`src/rtl/rect_plotter.sv`:
```
// rect_plotter: scans a latched width x height rectangle one pixel per unstalled cycle.
// Define RECT_PLOTTER_CLIP_EN to suppress plots of pixels outside SCREEN_W x SCREEN_H.
module rect_plotter #(
    parameter int SCREEN_W = 160,
    parameter int SCREEN_H = 120
) (
    input  logic       clock,
    input  logic       reset_state,
    input  logic       start,
    input  logic [7:0] x_in,
    input  logic [6:0] y_in,
    input  logic [4:0] width,
    input  logic [4:0] height,
    input  logic [2:0] colour_in,
    input  logic       stall,
    output logic [7:0] x_out,
    output logic [6:0] y_out,
    output logic [2:0] colour_out,
    output logic       plot,
    output logic [4:0] counter_x,
    output logic [4:0] counter_y,
    output logic       busy,
    output logic       done
);
`ifdef RECT_PLOTTER_CLIP_EN
    localparam bit CLIP = 1'b1;
`else
    localparam bit CLIP = 1'b0;
`endif

    typedef enum logic [1:0] {IDLE, LOAD, DRAW, FINISH} state_t;

    state_t     state, state_next;
    logic [7:0] x_l;
    logic [6:0] y_l;
    logic [4:0] w_l, h_l, cx, cy;
    logic [2:0] col_l;
    logic [8:0] ux;
    logic [7:0] uy;
    logic       visible, last_col, last_row, step;

    always_comb begin
        ux = {1'b0, x_l} + 9'(cx);
        uy = {1'b0, y_l} + 8'(cy);
        visible = (32'(ux) < SCREEN_W) && (32'(uy) < SCREEN_H);
        last_col = cx == w_l - 5'd1;
        last_row = cy == h_l - 5'd1;
        step = state == DRAW && !stall;
        state_next = state;
        case (state)
            IDLE:    state_next = start ? LOAD : IDLE;
            LOAD:    state_next = (width == 5'd0 || height == 5'd0) ? FINISH : DRAW;
            DRAW:    state_next = (step && last_col && last_row) ? FINISH : DRAW;
            default: state_next = IDLE;
        endcase
        busy = state != IDLE;
        done = state == FINISH;
        plot = step && (!CLIP || visible);
        x_out = ux[7:0];
        y_out = uy[6:0];
        colour_out = col_l;
        counter_x = cx;
        counter_y = cy;
    end

    always_ff @(posedge clock or posedge reset_state) begin
        if (reset_state) begin
            state <= IDLE;
            x_l   <= '0;
            y_l   <= '0;
            w_l   <= '0;
            h_l   <= '0;
            col_l <= '0;
            cx    <= '0;
            cy    <= '0;
        end else begin
            state <= state_next;
            if (state == LOAD) begin
                x_l   <= x_in;
                y_l   <= y_in;
                w_l   <= width;
                h_l   <= height;
                col_l <= colour_in;
                cx    <= '0;
                cy    <= '0;
            end else if (step) begin
                cx <= last_col ? 5'd0 : cx + 5'd1;
                if (last_col && !last_row)
                    cy <= cy + 5'd1;
            end
        end
    end
endmodule

```
`config.mk`:
```
export PLATFORM = sky130hd
export DESIGN_NAME = rect_plotter
export DESIGN_NICKNAME = d
export VERILOG_FILES = /design/src/rtl/rect_plotter.sv
export SDC_FILE = /design/constraint.sdc
export NUM_CORES = 1
export LEC_CHECK = 0
export ABC_AREA = 1
export CAP_MARGIN = 5
export CORE_ASPECT_RATIO = 1.4
export CORE_MARGIN = 2
export CORE_UTILIZATION = 50
export DETAILED_ROUTE_END_ITERATION = 10
export PLACE_DENSITY = 0.89
export SYNTH_ARGS = -nofsm -noshare
export SYNTH_HDL_FRONTEND = slang
export SYNTH_SLANG_ARGS = --single-unit
export TNS_END_PERCENT = 10
```
`constraint.sdc`:
```
create_clock -name clock -period 2.85 [get_ports clock]
set_clock_uncertainty 0.15 [all_clocks]
set_input_delay 0.855 -clock clock [delete_from_list [all_inputs] [get_ports clock]]
set_output_delay 0.855 -clock clock [all_outputs]
set_load 0.01 [all_outputs]
```
==> reports/metrics.cfg, run 1 <==
[pwr]
ir_drop_v=0.000663
leakagePower_nw=1.88
pwr_density_cell_nw_per_um2=1040

[clock_tree]
clockRootBuffer=clkbuf_8
cts.path.max_buffers=2
insertion_delay_ns=0.30
cts.sinks=40
cts_tree=built
clk_pin_slew_worst_paths_ns=0.09
cts_hold_buf=0
h-tree-depth=2
cts_buffers=5

[synth]
yosysWarnings=0
synthMuxAreaShare=0
ys.flop_type=dfrtp_1
yosys.area_share.simple=0.306
ys_async_sr_fraction=1.00
yosys.cell_types.count=28
synth_top_family_by_area=simple AND/OR/NAND/NOR gates
netlist.area_leader.share=0.380
yosysTopAreaCell=dfrtp_1
synth-edff-count=0
synth_seq_cells=40
post_synth_fa_ha_maj_area_fraction=0.101
synth_xor_xnor_area_share=0.0566
synth_compound_area_frac=0.0709
synth_area_leaders=dfrtp_1, nand2_1, ha_1
postSynthCellCount=357
synth_nets=409
syn-cell-area_um2=2630
postSynthAreaPerCell_um2=7.37
yosysSeqAreaShare=0.380

[floorplan]
fp.dieW_um=65.3
dieArea_um2=5870
die_h_um=89.8
ios=63
initial_core_util=0.514
coreArea_um2=5120
num_rows=31

[worst_hold_path]
hold_path_depth=2
hold_class=flop to flop

[sta]
fin_crit_ns=2.98
setup_ws_ns=-0.126
drv_slew=0
maxSlewHeadroom=0.659
period_share=1.04
hold_violations=0
setup_viol=5
fmax_mhz=336
rsz0062_at_grt=true
tightest_slew_ns=0.512

[detailed_routing]
drc=0
vias_per_cell=5.08
drt_wl_total_um=6800
drt_iter0_markers=133
via_count=2599
ant_nets=0
dr.pass1.iters=4
avgRoutedWirePerCell_um=13.3

[place]
placed_cells=501
place_area_um2=3480
place_congestion=0.849
preCtsSetupSlack_ns=-0.253
port_buffers=62
post-dp-hpwl_um=4740

[global_routing]
overflow=0
grt_max_degree=43
grt_antenna_before_repair=0
grt_pass1_vias=2666
grt_pass1_wl_um=11500
grt.total_usage=0.249

[worst_setup_path]
r2r_slack_ns=0.91
startpoint_type=flop
cp.arrival_ns=1.97
end_kind=output pin
cp_data_required_time_ns=1.85
critPathKind=flop to output pin
r2r_cells=14
critPathMaxFanout=4

[run_status]
violations=negative setup slack
status=complete, but fails checks

[flow_run]
drv_cap=0

[final_layout]
final_nets=497
drive_above_1_share=0.173
area_growth_pct=38.9
instances_no_fill=512
fin_area_um2=3650
num_antenna_cells=0

[power breakdown]
group          leakage (nW)  switching [mW]  internal, mW
Sequential            0.502           0.189         0.812
Combinational          1.32            1.29          1.02
Clock                0.0548           0.213         0.264
Total                  1.88            1.69          2.10
[cell type report]
class                           count  area [um2]
Inverter                           51         191
Fill cell                         408        1470
Sequential cell                    40        1000
Timing Repair Buffer               89         779
Multi-Input combinational cell    258        1490
Clock inverter                      3        46.3
Clock buffer                        5        68.8
Tap cell                           66        82.6
[layout by cell type, fill, tap and decap left out, drive strengths merged]
master / n
nand2: 123
inv: 51
clkdlybuf4s50: 48
dfrtp: 40
buf: 34
nand3: 29
nor2: 25
o21ai: 19
ha: 18
xor2: 13
a21oi: 11
dlygate4sd2: 6
clkbuf: 6
xnor2: 4
nand4: 4
o22ai: 3
nor4: 2
nor3: 2
fa: 2
clkinv: 1
o21a: 1
or2: 1
a31oi: 1
clkinvlp: 1
bufinv: 1
[synth_stat cells (2+ instances only)]
library cell / instances
dfrtp_1: 40
o21ai_1: 7
nor3_1: 2
nand2_1: 123
nor4_1: 2
o21ai_0: 12
inv_1: 43
nor2_2: 4
ha_1: 18
fa_1: 2
a21oi_1: 10
nor2_1: 18
inv_2: 7
nor2_4: 2
xnor2_1: 4
nand3_1: 27
o22ai_1: 3
buf_2: 2
nand4_1: 4
clkbuf_1: 6
nand3_2: 2
xor2_1: 13
[worst max-delay path: stages, from the launching register on]
cell	delay, ns
dfrtp_1	0.43
ha_4	0.28
a21oi_2	0.20
nand2_2	0.11
a21oi_2	0.17
o21ai_2	0.10
nand3_2	0.07
xor2_1	0.16
buf_2	0.16
[what timing repair did]
action,CTS,global route
setup buffers,0,3
gates resized for setup,45,10
setup endpoints to repair,14,8
hold endpoints to repair,0,0
pin swaps,5,6
[per-stage QoR]
step	hold slack [ns]	total power [mW]	util	setup TNS, ns
final	0.336	3.79	0.714	-0.338
after global routing	0.362	4.15	0.714	-0.916
after CTS	0.338	3.71	0.704	-0.312
after detailed placement	0.317	3.27	0.680	-1.23
after global placement	0.308	3.18	0.680	-0.949
after floorplan	0.296	2.32	-	0
[metal layers]
metal	track usage	routed length, um
met4	0.106	197
met5	0	0
met1	0.272	2580
met3	0.0501	254
met2	0.454	3770
[flip-flops by register name (all words and copies together), names as in the netlist]
name,cells
colour_out,3
counter_x,5
counter_y,5
h_l,5
state,2
w_l,5
x_l,8
y_l,7
[logic make-up (layout without fill, tap and decap cells)]
family | after synthesis | count (layout)
AND/OR/NAND/NOR | 186 | 186
buffers and inverters | 59 | 148
adder cells (fa/ha/maj) | 20 | 20
flip-flops | 40 | 40
AO/OA/AOI/OAI | 35 | 35
XOR/XNOR | 17 | 17
[worst paths after layout]
check / start / end
hold / removal: y_l[4]$_DFFE_PP0P_ / y_l[4]$_DFFE_PP0P_
setup / recovery: counter_x[2]$_DFFE_PP0P_ / x_out[7]
max in group asynchronous: reset_state / h_l[4]$_DFFE_PP0P_
min in group asynchronous: reset_state / x_l[6]$_DFFE_PP0P_
setup reg to reg: w_l[0]$_DFFE_PP0P_ / counter_y[2]$_DFFE_PP0P_
hold reg to reg: y_l[4]$_DFFE_PP0P_ / y_l[4]$_DFFE_PP0P_
No activity file was read; power rests on OpenSTA's default activity.
==> inputs of run 2 (changes only) <==
Settings changed: REMOVE_ABC_BUFFERS set to 1, TNS_END_PERCENT 10 to unset.
==> reports/metrics.cfg, run 2 (same netlist as run 1, synthesis figures left out) <==
[run_status]
status=complete, but fails checks
violations=negative setup slack

[global_routing]
overflow=0  ; unchanged
grt_pass1_vias=2566  ; -3.8%
grt_max_degree=41  ; -4.7%
grt_pass1_wl_um=11000  ; -4.7%
grt.total_usage=0.235  ; -0.0141
grt_antenna_before_repair=0  ; unchanged

[detailed_routing]
via_count=2609  ; +0.38%
drt_iter0_markers=164  ; +23%
dr.pass1.iters=4  ; unchanged
vias_per_cell=5.03  ; -0.97%
drt_wl_total_um=6760  ; -0.66%
avgRoutedWirePerCell_um=13.0  ; -2.0%
ant_nets=0  ; unchanged
drc=0  ; unchanged

[sta]
tns_ns=-0.228  ; +0.111 ns
period_share=1.04  ; -0.00615
hold_violations=0  ; unchanged
drv_slew=0  ; unchanged
tightest_slew_ns=0.508  ; -0.00395 ns
maxSlewHeadroom=0.662  ; +0.00263
fin_crit_ns=2.96  ; -0.0175 ns
fmax_mhz=338  ; +0.59%
setup_viol=3  ; -2
setup_ws_ns=-0.108  ; +0.0175 ns
rsz0062_at_grt=true

[pwr]
pwr_density_cell_nw_per_um2=1010  ; -2.4%
power_mw=3.78  ; -0.13%
ir_drop_v=0.000629  ; -5.2%
leakagePower_nw=1.90  ; +1.3%

[worst_hold_path]
hold_class=flop to flop

[floorplan]
fp.dieW_um=65.3  ; unchanged
die_h_um=89.8  ; unchanged
initial_core_util=0.514  ; unchanged
dieArea_um2=5870  ; unchanged
num_rows=31  ; unchanged
coreArea_um2=5120  ; unchanged
ios=63  ; unchanged

[final_layout]
fin_util=0.730  ; +0.0166
final_nets=504  ; +1.4%
drive_above_1_share=0.205  ; +0.0327
num_antenna_cells=0  ; unchanged
layout_commonest_cell=nand2_1
area_growth_pct=42.1
largest_register_ffs=8  ; unchanged
top_regs=x_l: 8 flops, y_l: 7 flops
regMostFlops=x_l
final_cell_mix=nand2_1, clkdlybuf4s50_1, inv_1, dfrtp_1, buf_4
instances_no_fill=519  ; +1.4%

[clock_tree]
cts.sinks=40  ; unchanged
h-tree-depth=2  ; unchanged
cts_tree=built
clockRootBuffer=clkbuf_8
cts.path.max_buffers=2  ; unchanged
cts_buffers=5  ; unchanged
insertion_delay_ns=0.29  ; about the same
clk_pin_slew_worst_paths_ns=0.08  ; about the same

[worst_setup_path]
end_kind=output pin
cp.arrival_ns=1.95  ; -0.02 ns
critPathMaxFanout=4  ; unchanged
cp_data_required_time_ns=1.85  ; about the same
startpoint_type=flop
critPathKind=flop to output pin

[place]
place_congestion=0.840  ; -1.0%
preCtsSetupSlack_ns=-0.291  ; -0.0383 ns
port_buffers=62  ; unchanged
placed_cells=501  ; unchanged
post-dp-hpwl_um=4880  ; +3.0%

[flow_run]
drv_cap=0  ; unchanged

## run 2: cell types whose count changed in the layout (fill, tap and decap cells not counted), moves of 3 or more
cell,delta
inv_2,+3
buf_4,+5
ha_1,-4
inv_1,-3
## run 2: layout make-up
type	count	area (um2)
Tap cell	66	82.6
Clock inverter	1	7.51
Clock buffer	7	86.3
Inverter	51	191
Timing Repair Buffer	96	832
Fill cell	406	1380
Sequential cell	40	1000
Multi-Input combinational cell	258	1540
## run 2: path summary, 6_finish.rpt
kind | from | to | slack (ns) | depth (start not counted)
setup reg to reg | w_l[0]$_DFFE_PP0P_ | counter_y[2]$_DFFE_PP0P_ | 0.95 | 14
max in group asynchronous | reset_state | state[1]$_DFF_PP0_ | 1.36 | 3
min in group asynchronous | reset_state | x_l[5]$_DFFE_PP0P_ | 0.83 | 3
hold reg to reg | colour_out[0]$_DFFE_PP0P_ | colour_out[0]$_DFFE_PP0P_ | 0.34 | 2
hold / removal | colour_out[0]$_DFFE_PP0P_ | colour_out[0]$_DFFE_PP0P_ | 0.34 | 2
setup / recovery | counter_x[3]$_DFFE_PP0P_ | x_out[6] | -0.11 | 7
## run 2: report_power, final
part / internal, mW / switching, mW / total [mW]
registers: 0.813 / 0.192 / 1.00
logic: 1.08 / 1.30 / 2.38
clock network: 0.197 / 0.200 / 0.397
total: 2.09 / 1.69 / 3.78
## run 2: per-layer routing
layer / share of wire / track usage / routed length [um] / vias up
li1: - / - / - / 1307
met1: 0.40 / 0.267 / 2680 / 1224
met2: 0.55 / 0.423 / 3730 / 57
met3: 0.027 / 0.0338 / 183 / 21
met4: 0.026 / 0.109 / 174 / 0
met5: 0 / 0 / 0 / -
## run 2: worst max-delay path, cell delays in order (launching register included)
cell	delay (ns)
dfrtp_1	0.40
ha_1	0.42
nand2_1	0.12
o21ai_2	0.16
nand2_1	0.09
a21oi_2	0.15
xor2_1	0.16
buf_2	0.15
## run 2: timing repair
item | in CTS | in global routing
setup endpoints to repair | 14 | 9
gates resized for setup | 56 | 16
hold buffers | 0 | 0
pin swaps | 14 | 9
buffers inserted | 5 | 5
## run 2: metrics by stage
| step | cell area [um2] | hold slack (ns) |
|---|---|---|
| 5_1_grt | 3740 | 0.363 |
| 3_3_place_gp | 3480 | 0.305 |
| 4_1_cts | 3660 | 0.337 |
| 6_report | 3740 | 0.335 |
| 3_5_place_dp | 3480 | 0.320 |
| 2_1_floorplan | 2600 | 0.296 |
==> inputs of run 3 (changes only) <==
Settings changed: CORE_MARGIN 2 to unset, REMOVE_ABC_BUFFERS 1 to unset.
==> reports/metrics.cfg, run 3 (same netlist as run 1, synthesis figures left out) <==
[run_status]
status=complete, but fails checks
violations=negative setup slack

[sta]
period_share=1.04  ; +0.00290
fmax_mhz=337  ; -0.28%
drv_slew=0  ; unchanged
maxSlewHeadroom=0.520  ; -0.142
whs_ns=0.329  ; -0.00637 ns
hold_violations=0  ; unchanged
rsz0062_at_grt=true
fin_crit_ns=2.97  ; +0.00827 ns
tightest_slew_ns=0.720  ; +0.212 ns
setup_ws_ns=-0.116  ; -0.00827 ns
setup_viol=4  ; +1

[place]
place_congestion=0.856  ; +1.9%
port_buffers=62  ; unchanged
post-dp-hpwl_um=4710  ; -3.5%
placed_cells=498  ; -0.60%

[clock_tree]
insertion_delay_ns=0.29  ; about the same
clockRootBuffer=clkbuf_8
cts.sinks=40  ; unchanged
cts_buffers=5  ; unchanged
cts.path.max_buffers=2  ; unchanged
clk_pin_slew_worst_paths_ns=0.09  ; about the same
cts_tree=built
h-tree-depth=2  ; unchanged

[detailed_routing]
vias_per_cell=5.06  ; +0.70%
dr.pass1.iters=5  ; +1
drc=0  ; unchanged
ant_nets=0  ; unchanged
drt_wl_total_um=6650  ; -1.6%
met2_length_um=3660  ; -1.9%
avgRoutedWirePerCell_um=12.9  ; -1.0%
via_count=2612  ; +0.11%
dr_wl_met3_um=214  ; +17%
met1_length_um=2620  ; -2.2%
highest_layer=met4
drt_iter0_markers=101  ; -38%

[floorplan]
coreArea_um2=4950  ; -3.2%
num_rows=30  ; -3.2%
dieArea_um2=5560  ; -5.2%
die_h_um=87.8  ; -2.2%
fp.dieW_um=63.3  ; -3.1%
ios=63  ; unchanged
initial_core_util=0.531  ; +0.0171

[worst_setup_path]
critPathMaxStageDelay_ns=0.40  ; -0.02 ns
cp.arrival_ns=1.96  ; about the same
critPathMaxFanout=2  ; -2
worst-path-buf-inv=2  ; +1
crit_path_top_delay_cell=fa_2
crit_chain=ha_2 > inv_2 > fa_2 > o21ai_2 > nand2_1 > a21oi_2 > xor2_1 > buf_2
critical_path.top_delay_family=adder cells
critPathKind=flop to output pin
startpoint_type=flop
end_kind=output pin
cp_data_required_time_ns=1.85  ; about the same

[final_layout]
final_nets=503  ; -0.20%
instances_no_fill=516  ; -0.58%
drive_above_1_share=0.201  ; -0.00397
largest_register_ffs=8  ; unchanged
final_cell_mix=nand2_1, clkdlybuf4s50_1, inv_1, dfrtp_1, buf_4
regMostFlops=x_l
area_growth_pct=41.1
top_regs=x_l: 8 flops, y_l: 7 flops
layout_commonest_cell=nand2_1
num_antenna_cells=0  ; unchanged

[global_routing]
grt.total_usage=0.251  ; +0.0154
overflow=0  ; unchanged
grt_pass1_vias=2657  ; +3.5%
grt_antenna_before_repair=0  ; unchanged
grt_pass1_wl_um=11100  ; +1.2%
grt_max_degree=41  ; unchanged

[pwr]
ir_drop_v=0.000609  ; -3.2%
pwr_density_cell_nw_per_um2=1030  ; +1.6%
leakagePower_nw=1.90  ; about the same

[flow_run]
drv_cap=0  ; unchanged

[worst_hold_path]
hold_class=flop to flop

## run 3: cell types whose count changed in the layout (fill, tap and decap cells not counted), sizes merged
| cell | before | now |
|---|---|---|
| buf | 42 | 40 |
| clkbuf | 9 | 7 |
| clkdlybuf4s15 | 0 | 1 |
| clkinv | 1 | 2 |
| bufinv | 0 | 1 |
## run 3: repair_timing
item,4_1_cts,5_1_grt
buffers inserted,4,7
resized for setup,54,11
gates cloned,0,0
setup endpoints to repair,14,9
endpoints found under the hold margin,0,0
hold buffers,0,0
pin swaps,9,9
## run 3: metal layers
layer,track usage,vias to the layer above
li1,-,1307
met1,0.263,1214
met2,0.477,69
met3,0.0495,22
met4,0.120,0
met5,0,-
## run 3: report_power, final
part	switching (mW)	internal, mW	leakage [nW]	total, mW
combinational	1.29	1.06	1.34	2.35
clock	0.202	0.259	0.0541	0.462
sequential	0.187	0.812	0.502	0.999
total	1.68	2.14	1.90	3.82
## run 3: worst paths after layout
kind	from	endpoint	slack, ns	cells after the start
setup / recovery	x_l[0]$_DFFE_PP0P_	x_out[6]	-0.12	8
hold / removal	colour_out[1]$_DFFE_PP0P_	colour_out[1]$_DFFE_PP0P_	0.33	2
setup reg to reg	state[1]$_DFF_PP0_	counter_x[0]$_DFFE_PP0P_	0.87	5
hold reg to reg	colour_out[1]$_DFFE_PP0P_	colour_out[1]$_DFFE_PP0P_	0.33	2
max in group asynchronous	reset_state	w_l[4]$_DFFE_PP0P_	1.34	3
min in group asynchronous	reset_state	colour_out[1]$_DFFE_PP0P_	0.84	3
## run 3: final cells by class
| cell class | instances | area, um2 |
|---|---|---|
| Fill cell | 347 | 1240 |
| Timing Repair Buffer | 95 | 822 |
| Clock buffer | 5 | 68.8 |
| Clock inverter | 3 | 42.5 |
| Tap cell | 64 | 80.1 |
| Inverter | 51 | 191 |
| Multi-Input combinational cell | 258 | 1510 |
| Sequential cell | 40 | 1000 |
## run 3: through the flow
| stage | setup WS [ns] | util | instance area, um2 | total power [mW] | setup TNS, ns |
|---|---|---|---|---|---|
| 2_1_floorplan | 0.0960 | - | 2630 | 2.32 | 0 |
| 3_3_place_gp | -0.218 | 0.701 | 3470 | 3.16 | -0.941 |
| 3_5_place_dp | -0.268 | 0.701 | 3470 | 3.24 | -1.32 |
| 4_1_cts | -0.0408 | 0.738 | 3660 | 3.72 | -0.0922 |
| 5_1_grt | -0.188 | 0.749 | 3710 | 4.14 | -0.600 |
| 6_report | -0.116 | 0.749 | 3710 | 3.82 | -0.195 |
## run 3: worst register-to-register path, stage by stage (launching register included)
cell,delay [ns]
dfrtp_1,0.38
inv_1,0.07
ha_1,0.21
inv_1,0.54
nand3_1,0.32
o21ai_1,0.22
